File: src/rtl/word_writer.sv
// word_writer: serialises letter codes into 3-row pixel columns framed by blank columns.
module word_writer #(
  parameter int GAP = 1
) (
  input  logic       clk,
  input  logic       restart,
  input  logic [1:0] letter,
  input  logic       last,
  input  logic       valid,
  output logic       ready,
  output logic [2:0] bits,
  output logic       col_valid,
  output logic       busy
);
  typedef enum logic [1:0] {S_IDLE, S_GAP, S_GLYPH, S_TAIL} state_t;
  state_t     state, state_n;
  logic [2:0] gcnt, gcnt_n, col;
  logic [1:0] idx, idx_n, let_q, let_n, fin;
  logic       last_q, last_n, final_col, gap_done, accept;
  always_comb begin
    fin       = let_q == 2'b00 ? 2'd0 : let_q == 2'b01 ? 2'd1 : 2'd2;
    final_col = idx == fin;
    gap_done  = gcnt == 3'(GAP - 1);
    col       = let_q == 2'b00 ? 3'b111 :
                let_q == 2'b01 ? (idx == 2'd0 ? 3'b111 : 3'b001) :
                let_q == 2'b10 ? (idx == 2'd1 ? 3'b111 : 3'b100) :
                                 (idx == 2'd1 ? 3'b010 : 3'b111);
    ready     = restart && (state == S_IDLE || (state == S_GLYPH && final_col && !last_q));
    accept    = valid && ready;
    bits      = state == S_GLYPH ? col : 3'b000;
    col_valid = state != S_IDLE;
    busy      = state != S_IDLE;
  end
  always_comb begin
    state_n = state;
    gcnt_n  = gcnt;
    idx_n   = idx;
    let_n   = let_q;
    last_n  = last_q;
    if (accept) begin
      state_n = S_GAP;
      gcnt_n  = 3'd0;
      let_n   = letter;
      last_n  = last;
    end else begin
      case (state)
        S_GAP: begin
          gcnt_n = gcnt + 3'd1;
          if (gap_done) begin
            state_n = S_GLYPH;
            idx_n   = 2'd0;
          end
        end
        S_GLYPH: begin
          idx_n  = idx + 2'd1;
          gcnt_n = 3'd0;
          if (final_col) state_n = last_q ? S_TAIL : S_IDLE;
        end
        S_TAIL: begin
          gcnt_n = gcnt + 3'd1;
          if (gap_done) state_n = S_IDLE;
        end
        default: ;
      endcase
    end
  end
  always_ff @(posedge clk or negedge restart) begin
    if (!restart) begin
      state  <= S_IDLE;
      gcnt   <= 3'd0;
      idx    <= 2'd0;
      let_q  <= 2'd0;
      last_q <= 1'b0;
    end else begin
      state  <= state_n;
      gcnt   <= gcnt_n;
      idx    <= idx_n;
      let_q  <= let_n;
      last_q <= last_n;
    end
  end
endmodule

File: config.mk
export PLATFORM = sky130hd
export DESIGN_NAME = word_writer
export DESIGN_NICKNAME = d
export VERILOG_FILES = /design/src/rtl/word_writer.sv
export SDC_FILE = /design/constraint.sdc
export NUM_CORES = 1
export LEC_CHECK = 0
export ABC_AREA = 1
export BUFFER_PORTS_ARGS = -buffer_cell sky130_fd_sc_hd__buf_2
export CAP_MARGIN = 0
export CORE_MARGIN = 5
export CORE_UTILIZATION = 38
export DETAILED_ROUTE_END_ITERATION = 10
export SLEW_MARGIN = 15
export SYNTH_ARGS = -nofsm -noshare
export SYNTH_HDL_FRONTEND = slang
export SYNTH_SLANG_ARGS = --single-unit
File: constraint.sdc
create_clock -name clk -period 2.3 [get_ports clk]
set_input_delay 0.345 -clock clk [delete_from_list [all_inputs] [get_ports clk]]
set_output_delay 0.345 -clock clk [all_outputs]
set_load 0.005 [all_outputs]
==> flow_metrics.env <==
export IMPL_clk_pin_slew_ps=70
export IMPL_cp_end_kind="primary output"
export IMPL_synth_cells=107
export IMPL_p_leak_nw=0.516
export IMPL_irDropWorstVdd_uv=639
export IMPL_grt_overflow_total=0
export IMPL_synth_top_area_cell="dfrtp_1"
export IMPL_num_rows=16
export IMPL_cp_arrival_ps=1660
export IMPL_async_flop_share_pct=100
export IMPL_fin_crit_ps=2010
export IMPL_wl_um=1370
export IMPL_die_y_um=55.3
export IMPL_hold_depth=3
export IMPL_ios=12
export IMPL_synthDominantCellAreaShare_pct=32.2
export IMPL_max_freq_ghz=0.498
export IMPL_synth_flop_cell="dfrtp_1"
export IMPL_rsz0062_at_grt="false"
export IMPL_syn_to_final_growth_pct=15.0
export IMPL_first_global_vias=622
export IMPL_max_slew_margin_rel_pct=75.1
export IMPL_cp_max_fo=8
export IMPL_grt_max_degree=13
export IMPL_min_period_over_period_pct=87.4
export IMPL_tightest_slew_ps=370
export IMPL_worstSetupPathType="reg -> out"
export IMPL_finalNetCount=138
export IMPL_clockBufferDepth=2
export IMPL_yosysWarnings=0
export IMPL_initial_core_util_pct=39.7
export IMPL_gp_congestion=0.837
export IMPL_synth_commonest_cells="33 x nand2_1, 16 x inv_1, 10 x dfrtp_1, 10 x ha_1, 8 x nand3_1"
export IMPL_min_path_type="in -> reg"
export IMPL_final_setup_viol_count=0
export IMPL_maxCapViolCount=0
export IMPL_wl_per_cell_um=9.24
export IMPL_r2r_cells=10
export IMPL_synthMostInstantiatedCell="nand2_1"
export IMPL_synth_seq_cells=10
export IMPL_hpwl_um=1110
export IMPL_critical_path_top_delay_family="flip-flops"
export IMPL_postRouteAntennaNets=0
export IMPL_drive_gt1_share_pct=21.5
export IMPL_portBuffers=11
export IMPL_finalClockSkew_ps=5.02
export IMPL_hold_viol_final=0
export IMPL_numCtsBuffers=3
export IMPL_cts_root_buf="clkbuf_4"
export IMPL_syn_area_sq_um=778
export IMPL_synth_seq_area_share_pct=32.2
export IMPL_path_buf_inv=3
export IMPL_maxSlewViolCount=0
export IMPL_cts_max_level=1
export IMPL_core_area_sq_um=1960
export IMPL_slowest_delay_ps=420
export IMPL_synthesis_nets=123
export IMPL_drt_first_pass_iters=4
export IMPL_avgSynthCellArea_sq_um=7.27
export IMPL_synth_edf_count=0
export IMPL_path_depth=7
export IMPL_first_iter_violations=11
export IMPL_fillers=219
export IMPL_grt_usage_pct=10.5
export IMPL_timing_setup_tns_ps=0
export IMPL_cts_tree="done"
export IMPL_antenna_found_initial=0
export IMPL_status="finished clean"
export IMPL_ys_types=18
export IMPL_insertion_delay_ps=260
export IMPL_final_core_util_pct=45.6
export IMPL_cts_sinks=10
export IMPL_grt_pass1_wl_um=2570
export IMPL_netlist_top_cells_area="dfrtp_1 32%, ha_1 16%, nand2_1 16%, inv_1 7.7%, nand3_1 5.1%"
export IMPL_drc=0
export IMPL_crit_slowest_cell="dfrtp_1"
export IMPL_vias_per_cell=4.50
export IMPL_die_x_um=55.3
export IMPL_die_area_sq_um=3050
export IMPL_power_density_nw_per_um2=1350
export IMPL_vias=666
export IMPL_worstPathRequired_ps=1960
export IMPL_cts_setup_buffers=0
export IMPL_num_antenna_cells=0
export IMPL_cp_start_kind="register"
export IMPL_path_cells="inv_1 > ha_1 > inv_2 > nor2_4 > nand4_2 > a21boi_2 > buf_2"
registers in the layout, summed over array words and instances, names as in the netlist:
name and count:
gcnt 3, idx 2, last_q 1, let_q 2, state 2
kinds of logic (layout without fill, tap and decap cells):
logic type	count (synthesis)	count (layout)	synth area share, %
AO/OA/AOI/OAI	13	13	9.49
adder cells (fa/ha/maj)	10	10	16.1
buffers and inverters	22	36	12.1
flip-flops	10	10	32.2
AND/OR/NAND/NOR	52	52	30.2
final timing paths:
check	start	slack (ps)	endpoint
hold reg to reg	idx[1]	500	idx[1]
setup reg to reg	state[0]	660	idx[1]
setup / recovery	state[0]	290	ready
min in group asynchronous	restart	490	gcnt[0]
hold / removal	last	310	last_q
max in group asynchronous	restart	1600	idx[0]
layout by cell type (no fill, tap or decap), drive strengths merged:
cell	instances
o21ai	7
nor2	6
inv	20
nand2	33
ha	10
dlygate4sd3	1
a21oi	4
nand4	1
or2	3
dfrtp	10
buf	11
clkbuf	4
a21boi	2
nand3	9
where the power goes:
part           leakage, nW  switching (W)  internal [W]
Combinational        0.367       0.000441      0.000283
Clock               0.0210      0.0000569     0.0000960
Sequential           0.127      0.0000764      0.000256
worst reg2reg max path, cell delays in order (launching register included):
cell	delay [ps]
dfrtp_1	420
inv_1	100
ha_1	220
inv_2	100
nor2_4	90
nand4_2	130
nand2_1	90
nand3_2	180
nand2_1	140
nand2_1	60
nand2_1	50
per-layer routing:
layer / vias up / wire length [um] / GRT usage, %
met1: 287 / 688 / 13.1
met2: 13 / 584 / 15.9
met5: - / 0 / 0
li1: 364 / - / -
met4: 0 / 14 / 6.25
met3: 2 / 79 / 2.80
stage by stage:
| step | hold WS (ps) | instances | total power (W) | area (sq um) | setup slack, ps |
|---|---|---|---|---|---|
| after global placement | 229 | 143 | 0.00106 | 848 | 565 |
| after global routing | 311 | 148 | 0.00138 | 895 | 133 |
| final | 306 | 148 | 0.00121 | 895 | 290 |
| after CTS | 298 | 148 | 0.00123 | 895 | 258 |
| after floorplan | 49.4 | 107 | 0.000897 | 778 | 710 |
| after detailed placement | 229 | 143 | 0.00106 | 848 | 568 |
final cells by class:
type	instances	area, sq um	area share (%)
Clock buffer	4	36.3	4.06
Inverter	20	75.1	8.39
Multi-Input combinational cell	75	434	48.5
Sequential cell	10	250	28.0
Tap cell	27	33.8	3.78
Timing Repair Buffer	12	65.1	7.27
what timing repair did:
item,in CTS,in global routing
endpoints found under the setup margin,0,0
hold endpoints to repair,10,0
gates resized for setup,0,0
hold buffers,1,0
No activity file was read; power rests on OpenSTA's default activity.
